<file path="src/rtl/byteblast_core.sv">
// byteblast_core: single-clock accumulator CPU with fetch/decode/execute/writeback sequencing.
// Program and data share one external synchronous RAM with one cycle of read latency.
`timescale 1ns/1ps
module byteblast_core #(
   parameter int DATA_BITS    = 8,
   parameter int ADDRESS_BITS = 5
) (
   input  logic                    clk,
   input  logic                    reset,
   input  logic                    enable,
   output logic [ADDRESS_BITS-1:0] mem_addr,
   output logic                    mem_we,
   output logic [DATA_BITS-1:0]    mem_wdata,
   input  logic [DATA_BITS-1:0]    mem_rdata,
   output logic [DATA_BITS-1:0]    accu,
   output logic [ADDRESS_BITS-1:0] pc,
   output logic                    zero,
   output logic                    carry,
   output logic                    halted,
   output logic [2:0]              fde_state
);

   typedef enum logic [2:0] {
      FETCH  = 3'd0,
      DECODE = 3'd1,
      EXEC   = 3'd2,
      WB     = 3'd3,
      HALT   = 3'd4
   } state_t;

   typedef enum logic [2:0] {
      OP_NOP = 3'b000,
      OP_LD  = 3'b001,
      OP_ADD = 3'b010,
      OP_SUB = 3'b011,
      OP_STR = 3'b100,
      OP_JMP = 3'b101,
      OP_JZ  = 3'b110,
      OP_HLT = 3'b111
   } opcode_t;

   state_t                  state;
   state_t                  next_state;
   opcode_t                 ir_opcode;
   logic [ADDRESS_BITS-1:0] ir_operand;
   logic [DATA_BITS:0]      sum;
   logic [DATA_BITS:0]      diff;

   always_ff @(posedge clk or negedge reset) begin
      if (!reset) begin
         state <= FETCH;
      end else if (enable) begin
         state <= next_state;
      end
   end

   always_comb begin
      next_state = state;
      case (state)
         FETCH:  next_state = DECODE;
         DECODE: next_state = EXEC;
         EXEC: begin
            case (ir_opcode)
               OP_LD, OP_ADD, OP_SUB: next_state = WB;
               OP_HLT:                next_state = HALT;
               default:               next_state = FETCH;
            endcase
         end
         WB:     next_state = FETCH;
         HALT:   next_state = HALT;
         default: next_state = FETCH;
      endcase
   end

   // The top bit of each extended result is the carry out of ADD or the borrow of SUB.
   assign sum  = {1'b0, accu} + {1'b0, mem_rdata};
   assign diff = {1'b0, accu} - {1'b0, mem_rdata};

   always_ff @(posedge clk or negedge reset) begin
      if (!reset) begin
         pc         <= '0;
         ir_opcode  <= OP_NOP;
         ir_operand <= '0;
         accu       <= '0;
         zero       <= 1'b0;
         carry      <= 1'b0;
      end else if (enable) begin
         case (state)
            DECODE: begin
               ir_opcode  <= opcode_t'(mem_rdata[DATA_BITS-1 -: 3]);
               ir_operand <= mem_rdata[ADDRESS_BITS-1:0];
               pc         <= pc + ADDRESS_BITS'(1);
            end
            EXEC: begin
               if (ir_opcode == OP_JMP || (ir_opcode == OP_JZ && zero)) begin
                  pc <= ir_operand;
               end
            end
            WB: begin
               case (ir_opcode)
                  OP_LD: begin
                     accu <= mem_rdata;
                     zero <= (mem_rdata == '0);
                  end
                  OP_ADD: begin
                     {carry, accu} <= sum;
                     zero          <= (sum[DATA_BITS-1:0] == '0);
                  end
                  OP_SUB: begin
                     {carry, accu} <= diff;
                     zero          <= (diff[DATA_BITS-1:0] == '0);
                  end
                  default: ;
               endcase
            end
            default: ;
         endcase
      end
   end

   // Address is derived from frozen state, so a stall naturally holds it.
   always_comb begin
      mem_addr = pc;
      case (state)
         EXEC, WB: mem_addr = ir_operand;
         default:  mem_addr = pc;
      endcase
   end

   assign mem_we    = enable && (state == EXEC) && (ir_opcode == OP_STR);
   assign mem_wdata = accu;
   assign halted    = (state == HALT);
   assign fde_state = state;

endmodule

</file>
<file path="config.mk">
export PLATFORM = sky130hd
export DESIGN_NAME = byteblast_core
export DESIGN_NICKNAME = d
export VERILOG_FILES = /design/src/rtl/byteblast_core.sv
export SDC_FILE = /design/constraint.sdc
export NUM_CORES = 1
export LEC_CHECK = 0
export CAP_MARGIN = 10
export CORE_MARGIN = 5
export CORE_UTILIZATION = 45
export CTS_CLUSTER_DIAMETER = 50
export CTS_CLUSTER_SIZE = 20
export DETAILED_ROUTE_END_ITERATION = 10
export PLACE_DENSITY = 0.82
export SYNTH_ARGS = -nofsm -noshare
export SYNTH_HDL_FRONTEND = slang
export SYNTH_SLANG_ARGS = --single-unit
</file>
<file path="constraint.sdc">
create_clock -name clk -period 2.8 [get_ports clk]
set_input_delay 0.84 -clock clk [delete_from_list [all_inputs] [get_ports clk]]
set_output_delay 0.84 -clock clk [all_outputs]
set_load 0.01 [all_outputs]
</file>
Word level (Yosys, flattened, before mapping)

Cells that the tools add are included.
W data, S select, Z words.

Add/sub/neg operators: 3
Mux-type cells: 8
Equal/unequal tests: 12
Reductions and logical operators: 17

Operators by type and width:

| cell                  | number |
|---|---|
| $logic_not A8 Y1      | 3 |
| $pmux W8 S3           | 1 |
| $eq A3 B3 Y1 const B  | 5 |
| $eq A3 B2 Y1 const B  | 4 |
| $pmux W3 S4           | 1 |
| $mux W5               | 2 |
| $pmux W5 S2           | 1 |
| $add A8 B8 Y9         | 1 |
| $reduce_and A3 Y1     | 3 |
| $sub A8 B8 Y9         | 1 |
| $eq A3 B1 Y1 const B  | 2 |
| $pmux W3 S2           | 1 |
| $add A5 B1 Y5 const B | 1 |
| $reduce_bool A2 Y1    | 2 |
| $logic_and A1 B1 Y1   | 3 |
| $logic_not A3 Y1      | 1 |
| $pmux W1 S3           | 1 |
| $reduce_bool A3 Y1    | 1 |
| $reduce_or A3 Y1      | 1 |
| $ne A2 B2 Y1 const B  | 1 |
| $pmux W1 S2           | 1 |
| $reduce_and A2 Y1     | 1 |
| $reduce_or A2 Y1      | 1 |
| $logic_or A1 B1 Y1    | 1 |

Input port bits: 11
Logic and storage cells: 47
Output and inout port bits: 33
Bits in registers: 26

Depth between registers and ports, before layout

Depth in word-level cells: 5
Mapped depth: 11
Gate-level depth less buffers: 11

Worst setup path before layout

Ideal clock, no wire load.

Kind: input to register
Start: input mem_rdata[2]
End: register accu[6]
Path buffers: 1
Slack: 0.232 ns
Arrival time: 2.486 ns
Setup time: 0.082 ns
Required time: 2.718 ns
Cell stages on the path: 10
Cell sequence: inv_1 -> ha_1 -> buf_6 -> nand2b_1 -> a221o_1 -> a21oi_1 -> nor2_2 -> xnor2_1 -> a211o_1 -> a31oi_1

Longest elaborated chain between the ends: 2
Elaborated cells on any way between the ends: 3
Classes of those cells: 2 x add/sub; 1 x mux

Ends and longest elaborated chain:

| element                                               | line   | text |
|---|---|---|
| from (decl)                                           | 14     | `input logic [DATA_BITS-1:0] mem_rdata,` |
| $sub A8 B8 Y9 / $add A8 B8 Y9 (equally long branches) | 77, 76 |  |
| $pmux W8 S3 *                                         | 100    | `case (ir_opcode)` |
| to (signal assigned)                                  | 102    | `accu <= mem_rdata;` |
| to (signal assigned)                                  | 106    | `{carry, accu} <= sum;` |
| to (signal assigned)                                  | 110    | `{carry, accu} <= diff;` |
| to (decl)                                             | 15     | `output logic [DATA_BITS-1:0] accu,` |

Every way passes the cells marked *; elsewhere a longest branch is shown, timed or not.
A chain may end at the register's enable or synchronous reset.

Final worst setup path

Start: register state[1] (netlist: fde_state[1])
End: output mem_addr[4]

Longest elaborated chain between the ends: 3
Elaborated cells on any way between the ends: 4
Classes of those cells: 2 x eq/ne; 1 x mux; 1 x reduce/logical

Ends and longest elaborated chain:

| element                | line | text |
|---|---|---|
| from (decl)            | 42   | `state_t state;` |
| from (signal assigned) | 53   | `state <= next_state;` |
| $eq A3 B2 Y1           | 124  | `case (state)` |
| $reduce_or A2 Y1 *     | 124  |  |
| $mux W5 *              | 124  |  |
| to (decl)              | 11   | `output logic [ADDRESS_BITS-1:0] mem_addr,` |

Marks and branches as above.

==> impl_metrics.json <==
{
  "crit_family": "buffers and inverters",
  "grt_pass1_vias": 1967,
  "yosys-top-cells-area": "dfrtp_1, ha_1, mux2_2",
  "portBuffers": 43,
  "finalCritPeriodShare_pct": 96.8,
  "synth_cells": 260,
  "ioPinCount": 44,
  "routed_wl_mm": 5.62,
  "area_delta_synth_final_pct": 32.1,
  "clock_latency_ns": 0.28,
  "vias": 2031,
  "synth_edf_count": 0,
  "cts_buffers": 3,
  "drc": 0,
  "multi_input_area_mm2": 0.00151,
  "grt_usage_pct": 17.2,
  "crit_arrival_ns": 1.87,
  "place.detailed.hpwl_mm": 4.21,
  "use_met3_pct": 2.30,
  "nFillCells": 416,
  "sw_frac_of_total_pct": 43.3,
  "n_antenna_cell": 0,
  "fp.coreArea_mm2": 0.00504,
  "yosys_warnings": 0,
  "synth_nets": 291,
  "synth_area_mm2": 0.00230,
  "yosysMostFrequentCell": "dfrtp_1",
  "setup_viol": 0,
  "rsz0062_at_grt": "no",
  "drive_gt1_share_pct": 22.3,
  "clock_sinks": 26,
  "end_kind": "output pin",
  "gr-usage-met1_pct": 22.2,
  "top_usage_layer": "met2",
  "antenna_found_initial": 0,
  "hold_path_class": "flop to flop",
  "cpMaxStageDelayCell": "clkdlybuf4s50_1",
  "synth_top_area_cell": "dfrtp_1",
  "die-area_mm2": 0.00665,
  "cts_root_buf": "clkbuf_8",
  "leakagePower_uw": 0.00132,
  "die_w_um": 81.6,
  "p_per_area_mw_per_mm2": 1210,
  "max_freq_mhz": 369,
  "pwr-share-comb_pct": 69.2,
  "drv_slew": 0,
  "worstSetupStartpointType": "flop",
  "first_pass_iters": 4,
  "post_dp_cell_area_mm2": 0.00289,
  "required_ns": 1.96,
  "clk_pin_slew_worst_paths_ns": 0.10,
  "htree_levels": 1,
  "seq_power_share_pct": 22.0,
  "slew_headroom_pct": 59.7,
  "rows": 26,
  "final_util_pct": 60.4,
  "drt_iter0_drc": 153,
  "nets": 346,
  "cp_max_fo": 6,
  "cts_buffer_depth": 2,
  "grt_overflow": 0,
  "grt_max_degree": 27,
  "internal_power_uw": 2080,
  "synthTopCellsByCount": "dfrtp_1, nand2_1, nor2_1",
  "syn_avg_cell_area_um2": 8.86,
  "fp.dieH_um": 81.6,
  "netSwitchingPower_uw": 1590,
  "synth_cell_types": 57,
  "ctsHoldBuffers": 0,
  "yosysSeqAreaShare_pct": 28.2,
  "initial_core_util_pct": 45.7,
  "worst-slew-pin-transition_ns": 0.605,
  "synth_flop_cell": "dfrtp_1",
  "path_class": "flop to output pin",
  "clkPwrFrac_pct": 8.8,
  "wire_per_inst_um": 14.6,
  "drtAntennaViolNets": 0,
  "synth_top_area_share_pct": 28.2,
  "worstPathCellList": "inv_1, nor2_2, mux2_2, clkdlybuf4s50_1",
  "finClkSkew_ns": 0.00153,
  "grt_pass1_wl_mm": 9.03,
  "worst-path-buf-inv": 2,
  "min_period_ns": 2.71,
  "cts_tree": "built",
  "power_uw": 3670,
  "hold_viol_final": 0,
  "cp_slowest_stage_delay_ns": 0.48,
  "ir_drop_mv": 0.542,
  "grt_util_met2_pct": 29.1,
  "async_reset_ff_share_pct": 100,
  "status": "completed",
  "ff_latch_area_um2": 651,
  "ys_seq_elements": 26,
  "max-cap-violations": 0,
  "final_area_mm2": 0.00305,
  "via_per_inst": 5.29,
  "tns_ns": 0,
  "place_congestion": 0.847
}
==> power by group through the flow <==
stage,registers (uW),clock network (uW),logic [uW]
floorplan,799,0,1580
global placement,798,0,2340
detailed placement,805,0,2410
CTS,798,331,2450
global route,844,344,2750
finish,806,324,2540
==> area by class of cell <==
cell class / instances / area share (%)
timing repair buffer: 71 / 21.7
clock buffer: 3 / 1.36
clock inverter: 1 / 0.986
sequential: 26 / 21.4
tap: 70 / 2.88
inverter: 17 / 2.10
multi-input combinational: 196 / 49.7
==> path summary, 6_finish.rpt <==
| kind | depth (start not counted) | slack [ns] | endpoint | from |
|---|---|---|---|---|
| worst min-delay path | 2 | 0.54 | pc[0] | ir_operand[0] |
| worst max register to register | 8 | 0.49 | accu[5] | accu[1] |
| min in group asynchronous | 2 | 0.92 | fde_state[2] | reset |
| worst min register to register | 2 | 0.54 | pc[0] | ir_operand[0] |
| worst max-delay path | 4 | 0.09 | mem_addr[4] | fde_state[1] |
| max in group asynchronous | 2 | 1.62 | accu[2] | reset |
==> routing by layer <==
| metal | vias to the layer above | wire, um |
|---|---|---|
| met2 | 50 | 2770 |
| met1 | 958 | 2500 |
| met4 | 0 | 129 |
| li1 | 1011 | - |
| met3 | 12 | 220 |
| met5 | - | 0 |
==> registers in the layout (all words and copies together) (netlist names) <==
name	cells
zero	1
ir_operand	5
pc	5
carry	1
fde_state	3
accu	8
ir_opcode	3
==> logic make-up (layout without fill, tap and decap cells) <==
kind of cell             count (synthesis)  count (layout)  share of synthesized area [%]
adder cells (fa/ha/maj)                 20              20                           11.5
AO/OA/AOI/OAI                           62              62                           18.6
AND/OR/NAND/NOR                         82              82                           18.3
multiplexers                            20              20                           9.39
buffers and inverters                   38              92                           9.39
flip-flops                              26              26                           28.2
XOR/XNOR                                12              12                           4.56
==> worst reg2reg max path: stages, from the launching register on <==
cell	delay [ns]
dfrtp_1	0.56
ha_4	0.26
nor2b_1	0.14
o31a_4	0.39
o21ai_4	0.18
xor2_1	0.10
and2_1	0.17
a211o_1	0.28
a31oi_2	0.16
==> metrics by stage <==
stage	hold slack, ns	cells	setup slack (ns)
after floorplan	0.480	260	0.232
after detailed placement	0.513	380	-0.352
final	0.540	384	0.0885
after global routing	0.571	384	0.00412
after global placement	0.500	380	-0.291
after CTS	0.539	384	-0.0620
==> cells in the final DEF, fill, tap and decap left out, types with 4 or more instances in the layout <==
master,count
a21oi_1,14
a31oi_1,4
buf_4,27
clkdlybuf4s50_1,39
dfrtp_1,26
ha_1,13
inv_1,16
mux2_2,13
mux2i_1,7
nand2_1,21
nand2b_1,6
nand3_1,6
nand4_1,4
nor2_1,20
nor2b_1,5
nor4_1,5
o21ai_0,13
xnor2_1,7
xor2_1,5
==> repair_timing <==
| item | CTS | global route |
|---|---|---|
| setup buffers | 0 | 0 |
| pin swaps | 1 | 4 |
| endpoints found under the setup margin | 9 | 6 |
| resized for setup | 3 | 17 |
(Power assumes the default switching activity.)
